==> src/rtl/seg7_pkg.sv <==
// Shared constants for the seven-segment scan decoder: segment patterns
// (abcdefg, a in bit 6), special output codes and the frame-tracking states.
package seg7_pkg;
    localparam logic [6:0] SEG_0 = 7'h7E;
    localparam logic [6:0] SEG_1 = 7'h30;
    localparam logic [6:0] SEG_2 = 7'h6D;
    localparam logic [6:0] SEG_3 = 7'h79;
    localparam logic [6:0] SEG_4 = 7'h33;
    localparam logic [6:0] SEG_5 = 7'h5B;
    localparam logic [6:0] SEG_6 = 7'h5F;
    localparam logic [6:0] SEG_7 = 7'h70;
    localparam logic [6:0] SEG_8 = 7'h7F;
    localparam logic [6:0] SEG_9 = 7'h7B;
    localparam logic [6:0] SEG_BLANK = 7'h00;

    localparam logic [3:0] CODE_BLANK   = 4'hE;
    localparam logic [3:0] CODE_INVALID = 4'hF;

    typedef enum logic [1:0] {
        ST_SYNC,
        ST_SCAN,
        ST_DELIVER
    } state_t;
endpackage

==> src/rtl/seg7_to_bcd.sv <==
// Combinational seven-segment pattern to BCD decoder; blank decodes to
// CODE_BLANK, anything unrecognised to CODE_INVALID with invalid set.
module seg7_to_bcd
    import seg7_pkg::*;
(
    input  logic [6:0] pattern,
    output logic [3:0] code,
    output logic       invalid
);

    always_comb begin
        code    = CODE_INVALID;
        invalid = 1'b1;
        case (pattern)
            SEG_0:     begin code = 4'd0; invalid = 1'b0; end
            SEG_1:     begin code = 4'd1; invalid = 1'b0; end
            SEG_2:     begin code = 4'd2; invalid = 1'b0; end
            SEG_3:     begin code = 4'd3; invalid = 1'b0; end
            SEG_4:     begin code = 4'd4; invalid = 1'b0; end
            SEG_5:     begin code = 4'd5; invalid = 1'b0; end
            SEG_6:     begin code = 4'd6; invalid = 1'b0; end
            SEG_7:     begin code = 4'd7; invalid = 1'b0; end
            SEG_8:     begin code = 4'd8; invalid = 1'b0; end
            SEG_9:     begin code = 4'd9; invalid = 1'b0; end
            SEG_BLANK: begin code = CODE_BLANK; invalid = 1'b0; end
            default:   ;
        endcase
    end

endmodule

==> src/rtl/seg7_scan_decoder.sv <==
// Observes a multiplexed seven-segment scan bus, debounces each digit slot and
// assembles complete NUM_DIGITS-1..0 scans into decoded frames.
module seg7_scan_decoder
    import seg7_pkg::*;
#(
    parameter int STABLE_CYCLES = 4,
    parameter int NUM_DIGITS    = 6
) (
    input  logic                    clk,
    input  logic                    reset,
    input  logic [2:0]              seg7_sel,
    input  logic [6:0]              seg7_out,
    input  logic                    dpt_out,
    output logic [4*NUM_DIGITS-1:0] digits_out,
    output logic [NUM_DIGITS-1:0]   dps_out,
    output logic                    frame_valid,
    output logic                    frame_err,
    output logic                    seq_err
);

    localparam logic [2:0] TOP_SEL = 3'(NUM_DIGITS - 1);
    localparam logic [7:0] CNT_CAP = 8'(STABLE_CYCLES - 1);
    localparam logic [7:0] CNT_MAX = 8'(STABLE_CYCLES);

    logic [10:0] sync1_reg, sync2_reg, prev_reg;
    logic [7:0]  cnt_reg, cnt_next;
    logic        same, capture, cap_event;
    logic [2:0]  s_sel;
    logic [6:0]  s_seg;
    logic        s_dp;
    logic [3:0]  dec_code;
    logic        dec_invalid;
    logic [2:0]  last_sel_reg;
    logic        last_valid_reg;

    state_t      state_reg, state_next;
    logic [2:0]  exp_sel_reg, exp_sel_next;
    logic        slot_we, slot_clr, deliver_load, seq_err_next;

    logic [4*NUM_DIGITS-1:0] slot_digits_reg, slot_digits_next;
    logic [NUM_DIGITS-1:0]   slot_dps_reg, slot_dps_next;
    logic [NUM_DIGITS-1:0]   slot_inv_reg, slot_inv_next;

    assign s_sel = sync2_reg[10:8];
    assign s_seg = sync2_reg[7:1];
    assign s_dp  = sync2_reg[0];

    // The run counter saturates so a long hold produces exactly one capture.
    assign same    = (sync2_reg == prev_reg);
    assign capture = same && (cnt_reg == CNT_CAP);
    assign cnt_next = !same ? 8'd1 : ((cnt_reg != CNT_MAX) ? cnt_reg + 8'd1 : cnt_reg);

    // A re-capture of the slot just taken (e.g. after a short glitch) is not new.
    assign cap_event = capture && !(last_valid_reg && (s_sel == last_sel_reg));

    seg7_to_bcd u_dec (
        .pattern (s_seg),
        .code    (dec_code),
        .invalid (dec_invalid)
    );

    always_comb begin
        state_next   = state_reg;
        exp_sel_next = exp_sel_reg;
        slot_we      = 1'b0;
        slot_clr     = 1'b0;
        deliver_load = 1'b0;
        seq_err_next = 1'b0;
        case (state_reg)
            ST_SYNC: begin
                if (cap_event && (s_sel == TOP_SEL)) begin
                    slot_we      = 1'b1;
                    exp_sel_next = TOP_SEL - 3'd1;
                    state_next   = ST_SCAN;
                end
            end
            ST_SCAN: begin
                if (cap_event) begin
                    if (s_sel == exp_sel_reg) begin
                        slot_we = 1'b1;
                        if (exp_sel_reg == 3'd0) begin
                            deliver_load = 1'b1;
                            state_next   = ST_DELIVER;
                        end else begin
                            exp_sel_next = exp_sel_reg - 3'd1;
                        end
                    end else begin
                        seq_err_next = 1'b1;
                        slot_clr     = 1'b1;
                        state_next   = ST_SYNC;
                    end
                end
            end
            ST_DELIVER: begin
                exp_sel_next = TOP_SEL;
                state_next   = ST_SCAN;
            end
            default: state_next = ST_SYNC;
        endcase
    end

    always_comb begin
        slot_digits_next = slot_digits_reg;
        slot_dps_next    = slot_dps_reg;
        slot_inv_next    = slot_inv_reg;
        if (slot_clr) begin
            slot_digits_next = '0;
            slot_dps_next    = '0;
            slot_inv_next    = '0;
        end else if (slot_we) begin
            for (int k = 0; k < NUM_DIGITS; k++) begin
                if (s_sel == 3'(k)) begin
                    slot_digits_next[4*k +: 4] = dec_code;
                    slot_dps_next[k]           = s_dp;
                    slot_inv_next[k]           = dec_invalid;
                end
            end
        end
    end

    always_ff @(posedge clk or negedge reset) begin
        if (!reset) begin
            sync1_reg       <= '0;
            sync2_reg       <= '0;
            prev_reg        <= '0;
            cnt_reg         <= '0;
            last_sel_reg    <= '0;
            last_valid_reg  <= 1'b0;
            state_reg       <= ST_SYNC;
            exp_sel_reg     <= '0;
            slot_digits_reg <= '0;
            slot_dps_reg    <= '0;
            slot_inv_reg    <= '0;
            digits_out      <= '0;
            dps_out         <= '0;
            frame_err       <= 1'b0;
            frame_valid     <= 1'b0;
            seq_err         <= 1'b0;
        end else begin
            sync1_reg       <= {seg7_sel, seg7_out, dpt_out};
            sync2_reg       <= sync1_reg;
            prev_reg        <= sync2_reg;
            cnt_reg         <= cnt_next;
            if (cap_event) begin
                last_sel_reg   <= s_sel;
                last_valid_reg <= 1'b1;
            end
            state_reg       <= state_next;
            exp_sel_reg     <= exp_sel_next;
            slot_digits_reg <= slot_digits_next;
            slot_dps_reg    <= slot_dps_next;
            slot_inv_reg    <= slot_inv_next;
            // Outputs load on entry to DELIVER so they are valid with the pulse.
            if (deliver_load) begin
                digits_out <= slot_digits_next;
                dps_out    <= slot_dps_next;
                frame_err  <= |slot_inv_next;
            end
            frame_valid     <= deliver_load;
            seq_err         <= seq_err_next;
        end
    end

endmodule

==> config.mk <==
export PLATFORM = sky130hd
export DESIGN_NAME = seg7_scan_decoder
export DESIGN_NICKNAME = d
export VERILOG_FILES = /design/src/rtl/seg7_pkg.sv /design/src/rtl/seg7_to_bcd.sv /design/src/rtl/seg7_scan_decoder.sv
export SDC_FILE = /design/constraint.sdc
export NUM_CORES = 1
export LEC_CHECK = 0
export CORE_ASPECT_RATIO = 1.2
export CORE_MARGIN = 8
export CORE_UTILIZATION = 35
export DETAILED_ROUTE_END_ITERATION = 16
export PLACE_DENSITY = 0.59
export SYNTH_ARGS = -nofsm -noshare
export SYNTH_HDL_FRONTEND = slang
export SYNTH_SLANG_ARGS = --single-unit
==> constraint.sdc <==
create_clock -name clk -period 2.9 [get_ports clk]
set_input_delay 0.725 -clock clk [delete_from_list [all_inputs] [get_ports clk]]
set_output_delay 0.725 -clock clk [all_outputs]
set_load 0.005 [all_outputs]
### Word level (Yosys, flattened, before mapping)

Cells that the tools add are included.

* flip-flop bits (word level): 119
* bits in latches: 0
* bits in writable memories: 0
* ROM bits: 0
* bits of input ports: 13
* output and inout port bits: 33
* memories kept: 0

* add/subtract/negate cells: 2
* $mul: 0
* div/mod/pow operators: 0
* order comparisons: 0
* equality and inequality tests: 28
* shifts and indexed selects: 0
* mux-type cells: 49
* bitwise logic cells: 0
* reductions and logical operators: 14

Operator list (count)
* equality test 7 bit (second input constant): 8
* two-way mux 24 bit: 2
* case mux 4 bit (11 select lines): 1
* two-way mux 4 bit: 6
* two-way mux 6 bit: 4
* two-way mux 1 bit: 23
* two-way mux 8 bit: 2
* equality test 7 x 6 -> 1 bit (second input constant): 2
* two-way mux 3 bit: 4
* equality test 11 bit: 1
* OR reduction 11 bit: 1
* case mux 3 bit (3 select lines): 1
* adder 8 x 1 -> 8 bit (second input constant): 1
* equality test 8 x 2 -> 1 bit (second input constant): 1
* two-way mux 2 bit: 4
* inequality test 2 bit (second input constant): 4
* inequality test 8 x 3 -> 1 bit (second input constant): 1
* logical NOT 7 bit: 1
* equality test 3 x 2 -> 1 bit (second input constant): 2
* equality test 3 bit: 2
* equality test 3 bit (second input constant): 2
* logical NOT 3 bit: 2
* case mux 2 bit (3 select lines): 1
* OR reduction 6 bit: 1
* 13 further kinds: 16

### Longest topological paths before layout

Gate-level depths: netlist (run 1).

* word-level depth: 10
* mapped depth: 9
* gate-level depth less buffers: 7

### Hierarchy

From an unflattened synthesis (run 1), not the netlist that was laid out.

* cell total of the unflattened synthesis: 430
* area, all modules: 5161.2 um^2

By module, submodules not included
* seg7_scan_decoder: instances 1, cells an instance 390, area an instance 4912.2 um^2
* seg7_to_bcd: instances 1, cells an instance 40, area an instance 249.0 um^2

### Least setup slack after synthesis (run 1)

OpenSTA, ideal clock, no wires.

* path type: reg2reg
* from: register sync2_reg[0]
* to: register frame_err
* library setup time: 140 ps
* arrival time: 2161 ps
* data required time: 2760 ps
* setup slack: 600 ps
* stages on the path, launching flop included: 9
* path buffers: 2
* clock period less this slack: 2300 ps
* path through: dfrtp_1 buf_2 xor2_1 nor4_2 nand3_2 buf_6 o41a_1 a2111oi_0 a31oi_1

* word-level cells in the longest chain between the ends: 9

Ends and longest elaborated chain
* start, declared: RTL line seg7_scan_decoder.sv:25 `logic [10:0] sync1_reg, sync2_reg, prev_reg;`
* start signal, assigned: RTL line seg7_scan_decoder.sv:141 `sync2_reg <= sync1_reg;`
* equality test 11 bit *: RTL line seg7_scan_decoder.sv:49 `assign same = (sync2_reg == prev_reg);`
* logical AND 1 bit *: RTL line seg7_scan_decoder.sv:50 `assign capture = same && (cnt_reg == CNT_CAP);`
* logical AND 1 bit *: RTL line seg7_scan_decoder.sv:54 `assign cap_event = capture && !(last_valid_reg && (s_sel == last_sel_reg));`
* logical AND 1 bit: RTL line seg7_scan_decoder.sv:71 `if (cap_event && (s_sel == TOP_SEL)) begin`
* two-way mux 1 bit: RTL line seg7_scan_decoder.sv:71
* case mux 1 bit (2 select lines): RTL line seg7_scan_decoder.sv:69 `case (state_reg)`
* two-way mux 6 bit: RTL line seg7_scan_decoder.sv:110 `end else if (slot_we) begin`
* two-way mux 6 bit: RTL line seg7_scan_decoder.sv:106 `if (slot_clr) begin`
* OR reduction 6 bit: RTL line seg7_scan_decoder.sv:157 `frame_err <= |slot_inv_next;`
* end signal, assigned: RTL line seg7_scan_decoder.sv:157
* end, declared: RTL line seg7_scan_decoder.sv:17 `output logic frame_err,`

Every way passes the cells marked *; elsewhere a longest branch is shown, timed or not.
A chain may end at the register's enable or synchronous reset.

### Worst setup path in the final report (run 1)

* from: register cnt_reg[3]
* to: register frame_err

* word-level cells in the longest chain between the ends: 9

Ends and longest elaborated chain
* start, declared: RTL line seg7_scan_decoder.sv:26 `logic [7:0] cnt_reg, cnt_next;`
* start signal, assigned: RTL line seg7_scan_decoder.sv:143 `cnt_reg <= cnt_next;`
* equality test 8 x 2 -> 1 bit *: RTL line seg7_scan_decoder.sv:50
* logical AND 1 bit *: RTL line seg7_scan_decoder.sv:50
* logical AND 1 bit *: RTL line seg7_scan_decoder.sv:54
* logical AND 1 bit: RTL line seg7_scan_decoder.sv:71
* two-way mux 1 bit: RTL line seg7_scan_decoder.sv:71
* case mux 1 bit (2 select lines): RTL line seg7_scan_decoder.sv:69
* two-way mux 6 bit: RTL line seg7_scan_decoder.sv:110
* two-way mux 6 bit: RTL line seg7_scan_decoder.sv:106
* OR reduction 6 bit: RTL line seg7_scan_decoder.sv:157

Marked as above.

==> results.cfg, run 1 <==
[critical_path]
path_max_fanout = 8
critPathKind = reg -> reg
worst_ep_required_time_ps = 3160
r2r-start = cnt_reg[3]$_DFFE_PN0P_
cp-end-kind = flip-flop
critPathLaunchType = flip-flop
worstRegToRegCells = 6
arrival_ps = 2860
r2r_setup_slack_ps = 300
r2r_end = frame_err$_DFFE_PN0P_

[sta]
finalSetupTns_ps = 0
slew_violations = 0
whs_ps = 283.9
fin_crit_sh_pct = 89.59
worst_slew_pin_slew_ps = 647.8
slew_headroom_pct = 56.45
fmax_mhz = 384.9
min_period_ps = 2598
hold_violations = 0
skew_ps = 6.515
setup_viol = 0
rsz0062_at_grt = no

[place]
dp_hpwl_mm = 7.960
gp_congestion = 0.8368
numPortBuffers = 45

[layout]
final_nets = 554
nFillCells = 1382
syn2layout_area_growth_pct = 26.08
diodes = 0
drive_above_1_share_pct = 13.55

[routing]
vias_per_cell = 5.193
detail_route.wl_per_cell_um = 15.95
drt_wl_total_mm = 11.50
drt_iter0_drc = 270
drc = 0
antenna_left = 0
vias = 3744
dr.pass1.iters = 4

[outcome]
status = finished, final reports clean

[power]
switching_power_mw = 0.8914
pwr-share-clk_pct = 53.9
switching_share_pct = 22.37
internal_power_mw = 3.094
leakage_nw = 2.884
peakVddDrop_v = 0.0003085
power.density_mw_per_mm2 = 611.1
combinationalPowerShare_pct = 3.3
seq_power_share_pct = 42.8

[yosys]
syn_area_mm2 = 0.005172
synth.most_common_cell = dfrtp_1
ys_ff_latch = 119
syn_avg_cell_area_um2 = 10.98
synthArstFlopShare_pct = 100.0
synth_edf_count = 0
synth_top_area_share_pct = 57.57
yosys.area.top_type = dfrtp_1
netlist_top_cells_count = dfrtp_1, nor2_1, nand2_1
syn_inst = 471
syn_nets = 492
ys_warn_count = 0
synth_flop_cell = dfrtp_1
synth.area.top_cells = dfrtp_1, nor2_1, mux2i_1
synth_seq_area_share_pct = 57.57
synthDistinctLibCells = 59

[clock_network]
cts_made_buffers = 17
root_buffer = clkbuf_16
post_cts_buffers = 0
post_cts_resized = 0
clk_latency_ps = 410
clockBufferDepth = 2
ctsHoldBuffers = 0
tritoncts = built
cts_max_level = 4
clk_pin_slew_ps = 50
clock_sinks = 119

[global_route]
grt_max_degree = 62
grt_pass1_wl_mm = 19.53
antenna_found_initial = 0
grt_overflow = 0
grt_pass1_vias = 3857
grt_util_all_layers_pct = 12.98

[floorplanning]
die_x_um = 127.0
die-height_um = 149.2
row_count = 48
core-area_mm2 = 0.01441
start_util_pct = 35.89
ios = 46
dieArea_mm2 = 0.01894

[hold_path]
holdCritPathClass = in -> async

[flow_run]
cap_viol_max_count = 0
==> power by group through the flow <==
stage / sequential [mW] / clock, mW / combinational [mW]
3_5_place_dp: 1.73 / 0 / 0.134
5_1_grt: 1.71 / 2.26 / 0.148
6_report: 1.70 / 2.15 / 0.131
3_3_place_gp: 1.73 / 0 / 0.131
4_1_cts: 1.70 / 2.20 / 0.135
2_1_floorplan: 1.72 / 0 / 0.0645
==> routing by layer <==
layer | track usage (%) | wire, um
met5 | 0 | 0
met4 | 6.079 | 251
met3 | 3.827 | 498
met2 | 20.43 | 5487
met1 | 16.08 | 5260
==> placed cells by master (no fill, tap or decap), drive strengths merged, types with 7 or more instances in the layout <==
cell | netlist | layout
a211oi | 8 | 8
buf | 10 | 25
clkbuf | 16 | 19
clkdlybuf4s50 | 0 | 44
dfrtp | 119 | 119
ha | 8 | 8
inv | 12 | 15
mux2i | 17 | 17
nand2 | 38 | 38
nand4 | 7 | 7
nor2 | 54 | 54
nor3 | 37 | 37
o21ai | 21 | 21
o31ai | 20 | 20
xnor2 | 7 | 7
xor2 | 16 | 16
==> stage by stage <==
step / cell area, um^2 / power [mW] / worst slack [ps] / util, % / std cells
after CTS: 6521 / 4.035 / 288.9 / 45.24 / 721
after floorplan: 5172 / 1.788 / 599.6 / - / 471
final: 6521 / 3.985 / 301.8 / 45.24 / 721
after global routing: 6521 / 4.119 / 145.5 / 45.24 / 721
after global placement: 5918 / 1.864 / 376.8 / 41.06 / 689
after detailed placement: 5918 / 1.868 / 300.9 / 41.06 / 689
==> worst max-delay path: stages, from the launching register on <==
cell       delay, ps
dfrtp_1          420
nor3_1           280
and4b_1          360
nand2_1          320
o41a_1           480
a2111oi_0        400
a31oi_1          190
==> worst max path at each step <==
| stage | slack [ps] | depth (start not counted) | start | end |
|---|---|---|---|---|
| 3_3_place_gp | 380 | 6 | cnt_reg[3]$_DFFE_PN0P_ | frame_err$_DFFE_PN0P_ |
| 2_1_floorplan | 600 | 8 | sync2_reg[0]$_DFF_PN0_ | frame_err$_DFFE_PN0P_ |
| 6_report | 300 | 6 | cnt_reg[3]$_DFFE_PN0P_ | frame_err$_DFFE_PN0P_ |
| 4_1_cts | 290 | 6 | cnt_reg[3]$_DFFE_PN0P_ | frame_err$_DFFE_PN0P_ |
| 5_1_grt | 150 | 7 | sync2_reg[1]$_DFF_PN0_ | digits_out[15]$_DFFE_PN0P_ |
| 3_5_place_dp | 300 | 6 | cnt_reg[3]$_DFFE_PN0P_ | frame_err$_DFFE_PN0P_ |
==> cells by family (layout without fill, tap and decap cells) <==
logic type	Yosys count	after routing	synth area share, %
AND/OR/NAND/NOR	185	185	18.70
flip-flops	119	119	57.57
AO/OA/AOI/OAI	78	78	10.64
buffers and inverters	38	113	3.314
XOR/XNOR	23	23	3.894
multiplexers	20	20	3.943
adder cells (fa/ha/maj)	8	8	1.935
==> area by class of cell <==
| class | instances | area, um^2 | share of cell area [%] |
|---|---|---|---|
| multi-input combinational | 314 | 2023 | 31.02 |
| sequential | 119 | 2978 | 45.66 |
| inverter | 12 | 45.04 | 0.6907 |
| timing repair buffer | 69 | 653.1 | 10.02 |
| tap | 175 | 219.0 | 3.358 |
| clock inverter | 13 | 170.2 | 2.609 |
| clock buffer | 19 | 432.9 | 6.639 |
Note: power is estimated with default switching activity, not from simulation.
==> run 2, diff against run 1 <==
--- a/config.mk
+++ b/config.mk
@@ -10,6 +10,7 @@
 export CORE_UTILIZATION = 35
 export DETAILED_ROUTE_END_ITERATION = 16
 export PLACE_DENSITY = 0.59
+export RECOVER_POWER = 50
 export SYNTH_ARGS = -nofsm -noshare
 export SYNTH_HDL_FRONTEND = slang
 export SYNTH_SLANG_ARGS = --single-unit
==> results.cfg, run 2 (same netlist as run 1, synthesis figures left out) <==
[clock_network]
clk_latency_ps = 410
ctsHoldBuffers = 0
cts_made_buffers = 17
cts_max_level = 4
post_cts_resized = 0
clock_sinks = 119
tritoncts = built
root_buffer = clkbuf_16
clockBufferDepth = 2
post_cts_buffers = 0
clk_pin_slew_ps = 60

[critical_path]
worst_ep_required_time_ps = 3180
crit_chain = clkbuf_1 -> xnor2_1 -> and4_1 -> nand4_1 -> or3_1 -> nor3_1 -> o31ai_1
crit_path_max_incr_delay_ps = 530
startpoint = sync2_reg[8]$_DFF_PN0_
r2r_end = digits_out[15]$_DFFE_PN0P_
crit_family = simple AND/OR/NAND/NOR gates
cp-end-kind = flip-flop
worstRegToRegCells = 7
cpMaxStageDelayCell = or3_1
r2r_setup_slack_ps = 270
cp.depth = 7
crit_buf_inv = 1
path_max_fanout = 8
arrival_ps = 2910
critPathKind = reg -> reg
critPathLaunchType = flip-flop
cp-endpoint = digits_out[15]$_DFFE_PN0P_
r2r-start = sync2_reg[8]$_DFF_PN0_

[routing]
vias_per_cell = 5.184
top_layer = met4
drt_iter0_drc = 300
detail_route.wl_per_cell_um = 15.97
wl_met2_mm = 5.495
vias = 3738
met3_length_um = 512
drc = 0
dr.pass1.iters = 4
drt_wl_total_mm = 11.51
antenna_left = 0
met1_length_mm = 5.256

[floorplanning]
dieArea_mm2 = 0.01894
start_util_pct = 35.89
core-area_mm2 = 0.01441
die-height_um = 149.2
die_x_um = 127.0
ios = 46
row_count = 48

[sta]
worst_slew_pin_slew_ps = 2187
finalSetupTns_ps = 0
fmax_mhz = 379.7
setup_viol = 0
min_period_ps = 2633
skew_ps = 6.847
rsz0062_at_grt = no
slew_headroom_pct = -45.78
slew_violations = 38
fin_crit_sh_pct = 90.80
hold_violations = 0

[layout]
syn2layout_area_growth_pct = 25.62
diodes = 0
final_cell_mix = dfrtp_1, nor2_1, nand2_1, nor3_1, clkdlybuf4s50_1
layout_commonest_cell = dfrtp_1
drive_above_1_share_pct = 12.64
final_nets = 554
final_util_pct = 45.08

[power]
power.density_mw_per_mm2 = 612.3
leakage_nw = 2.868
peakVddDrop_v = 0.0003073
p_total_mw = 3.978

[global_route]
grt_util_all_layers_pct = 12.98
antenna_found_initial = 0
grt_overflow = 0
grt_max_degree = 62
grt_pass1_vias = 3857
grt_pass1_wl_mm = 19.53

[flow_run]
cap_viol_max_count = 1

[outcome]
violations = capacitance limit, slew limit
status = complete, but fails checks

[place]
numPortBuffers = 45
gp_congestion = 0.8368
dp_hpwl_mm = 7.960

[hold_path]
holdCritPathClass = reg -> reg
-- run 2: cell types whose count changed in the layout (fill, tap and decap cells not counted), sizes merged --
cell and change:
clkdlybuf4s50 -11, dlygate4sd3 +11, buf -7, clkbuf +7
-- run 2: how the worst min path moves through the flow --
| stage | from | depth (start not counted) | end |
|---|---|---|---|
| after floorplan | sync1_reg[0]$_DFF_PN0_ | 0 | sync2_reg[0]$_DFF_PN0_ |
| after global placement | sync1_reg[2]$_DFF_PN0_ | 0 | sync2_reg[2]$_DFF_PN0_ |
| after detailed placement | sync1_reg[8]$_DFF_PN0_ | 0 | sync2_reg[8]$_DFF_PN0_ |
| after CTS | reset | 1 | sync1_reg[5]$_DFF_PN0_ |
| after global routing | sync1_reg[5]$_DFF_PN0_ | 0 | sync2_reg[5]$_DFF_PN0_ |
| final | sync1_reg[7]$_DFF_PN0_ | 0 | sync2_reg[7]$_DFF_PN0_ |
-- run 2: stage by stage --
step                      setup WS, ps  std cells  instance area (um^2)  hold WS, ps
after floorplan                  599.6        471                  5172        331.2
final                            266.7        721                  6497        345.5
after global routing             91.84        721                  6497        351.6
after detailed placement         300.9        689                  5918        334.7
after global placement           376.8        689                  5918        332.9
after CTS                        288.9        721                  6521        290.4
-- run 2: final cells by class --
cell class              instances  area (um^2)
clock buffers                  19        432.9
multi-input cells             314         2023
flip-flops and latches        119         2978
well taps                     175        219.0
repair buffers                 69        629.4
fillers                      1388         7916
inverters                      12        45.04
clock inverters                13        170.2
-- run 2: metal layers --
layer | GRT usage (%) | up-vias
met5 | 0 | -
met3 | 3.827 | 24
met4 | 6.079 | 0
met1 | 16.08 | 1828
met2 | 20.43 | 85
li1 | - | 1801
-- run 2: where the power goes --
part           switching, mW  internal (mW)
sequential            0.0200           1.68
combinational         0.0816         0.0431
clock                  0.789           1.36
total                  0.891           3.09
==> run 3, diff against run 2 <==
--- a/config.mk
+++ b/config.mk
@@ -5,12 +5,14 @@
 export SDC_FILE = /design/constraint.sdc
 export NUM_CORES = 1
 export LEC_CHECK = 0
+export CAP_MARGIN = 20
 export CORE_ASPECT_RATIO = 1.2
 export CORE_MARGIN = 8
 export CORE_UTILIZATION = 35
 export DETAILED_ROUTE_END_ITERATION = 16
 export PLACE_DENSITY = 0.59
 export RECOVER_POWER = 50
+export REMOVE_ABC_BUFFERS = 1
 export SYNTH_ARGS = -nofsm -noshare
 export SYNTH_HDL_FRONTEND = slang
 export SYNTH_SLANG_ARGS = --single-unit
==> results.cfg, run 3 (same netlist as run 1, synthesis figures left out) <==
[layout]
layout_commonest_cell = dfrtp_1
final_nets = 543
syn2layout_area_growth_pct = 23.61
multi_input_area_mm2 = 0.002023
seqCellArea_mm2 = 0.002978
diodes = 0
drive_above_1_share_pct = 11.61
nFillCells = 1369
final_cell_mix = dfrtp_1, nor2_1, nand2_1, nor3_1, clkdlybuf4s50_1
design_area_mm2 = 0.006394
stdcell_count = 709

[hold_path]
holdCritPathClass = reg -> reg
hold_depth = 0

[routing]
detail_route.wl_per_cell_um = 15.77
dr.pass1.iters = 4
vias_per_cell = 5.214
top_layer = met4
drt_wl_total_mm = 11.18
antenna_left = 0
drc = 0
vias = 3697
met3_length_um = 451
wl_met2_mm = 5.693
met1_length_mm = 4.852
drt_iter0_drc = 200

[global_route]
grt_overflow = 0
grt_pass1_vias = 3806
grt_max_degree = 51
grt_util_all_layers_pct = 12.61
antenna_found_initial = 0
grt_pass1_wl_mm = 18.91

[floorplanning]
core-area_mm2 = 0.01441
start_util_pct = 35.89
dieArea_mm2 = 0.01894
die_x_um = 127.0
die-height_um = 149.2
row_count = 48
ios = 46

[power]
switching_share_pct = 21.77
combinationalPowerShare_pct = 2.9
seq_power_share_pct = 44.2
power.density_mw_per_mm2 = 605.6
peakVddDrop_v = 0.0003380
switching_power_mw = 0.8430
pwr-share-clk_pct = 52.9
internal_power_mw = 3.029
leakage_nw = 2.818

[place]
dpl.cell_count = 678
placed_area_mm2 = 0.005836
gp_congestion = 0.8426
numPortBuffers = 45
dp_hpwl_mm = 7.652

[critical_path]
crit_chain = xor2_1 -> nor4_2 -> nand3_2 -> buf_4 -> nor4_4 -> mux2i_1 -> o31ai_2
arrival_ps = 2940
critPathKind = reg -> reg
cp-end-kind = flip-flop
cp.depth = 7
crit_family = simple AND/OR/NAND/NOR gates
crit_buf_inv = 1
path_max_fanout = 26
worstRegToRegCells = 7
worst_ep_required_time_ps = 3180
cpMaxStageDelayCell = nor4_4
crit_path_max_incr_delay_ps = 540
critPathLaunchType = flip-flop

[sta]
slew_violations = 0
rsz0062_at_grt = no
setup_viol = 0
min_period_ps = 2657
worst_slew_pin_slew_ps = 1215
finalSetupTns_ps = 0
skew_ps = 10.09
fmax_mhz = 376.3
slew_headroom_pct = 18.99
whs_ps = 344.6
fin_crit_sh_pct = 91.63
hold_violations = 0

[clock_network]
cts_max_level = 4
clk_latency_ps = 410
tritoncts = built
ctsHoldBuffers = 0
clockBufferDepth = 2
clock_sinks = 119
post_cts_buffers = 0
cts_made_buffers = 17
post_cts_resized = 0
clk_pin_slew_ps = 50
root_buffer = clkbuf_16

[outcome]
status = finished, final reports clean

[flow_run]
cap_viol_max_count = 0
[run 3: cell types whose count changed in the layout (fill, tap and decap cells not counted), sizes merged]
| cell | previous run | this run |
|---|---|---|
| buf | 18 | 10 |
| clkinv | 4 | 6 |
| clkbuf | 26 | 24 |
| inv | 15 | 13 |
| bufinv | 3 | 2 |
| clkinvlp | 3 | 2 |
[run 3: path summary, 6_finish.rpt]
| kind | slack, ps | end | from |
|---|---|---|---|
| setup / recovery | 240 | dps_out[0]$_DFFE_PN0P_ | sync2_reg[7]$_DFF_PN0_ |
| hold / removal | 340 | sync2_reg[10]$_DFF_PN0_ | sync1_reg[10]$_DFF_PN0_ |
| setup reg to reg | 240 | dps_out[0]$_DFFE_PN0P_ | sync2_reg[7]$_DFF_PN0_ |
| hold reg to reg | 340 | sync2_reg[10]$_DFF_PN0_ | sync1_reg[10]$_DFF_PN0_ |
| max in group asynchronous | 640 | slot_digits_reg[19]$_DFF_PN0_ | reset |
| min in group asynchronous | 490 | sync2_reg[5]$_DFF_PN0_ | reset |
[run 3: cell type report]
cell class              instances  share of cell area [%]
multi-input cells             314                   31.64
repair buffers                 58                   8.552
well taps                     175                   3.425
clock buffers                  20                   7.143
flip-flops and latches        119                   46.58
inverters                      12                  0.7045
clock inverters                11                   1.957
[run 3: through the flow]
stage	total power, mW	util, %	setup WS, ps
finish	3.872	44.36	242.8
global route	4.001	44.36	50.45
global placement	1.859	40.49	312.1
detailed placement	1.863	40.49	245.7
floorplan	1.781	-	-580.0
CTS	3.926	44.52	236.7
[run 3: routing by layer]
metal | GRT usage, % | vias up
met2 | 21.18 | 67
met5 | 0 | -
li1 | - | 1773
met3 | 3.362 | 14
met4 | 5.959 | 0
met1 | 14.75 | 1843
[run 3: power by group through the flow]
stage	clock [mW]	sequential (mW)	combinational, mW
after global placement	0	1.74	0.121
final	2.05	1.71	0.112
after floorplan	0	1.74	0.0436
after detailed placement	0	1.74	0.122
after global routing	2.16	1.71	0.126
after CTS	2.09	1.71	0.123
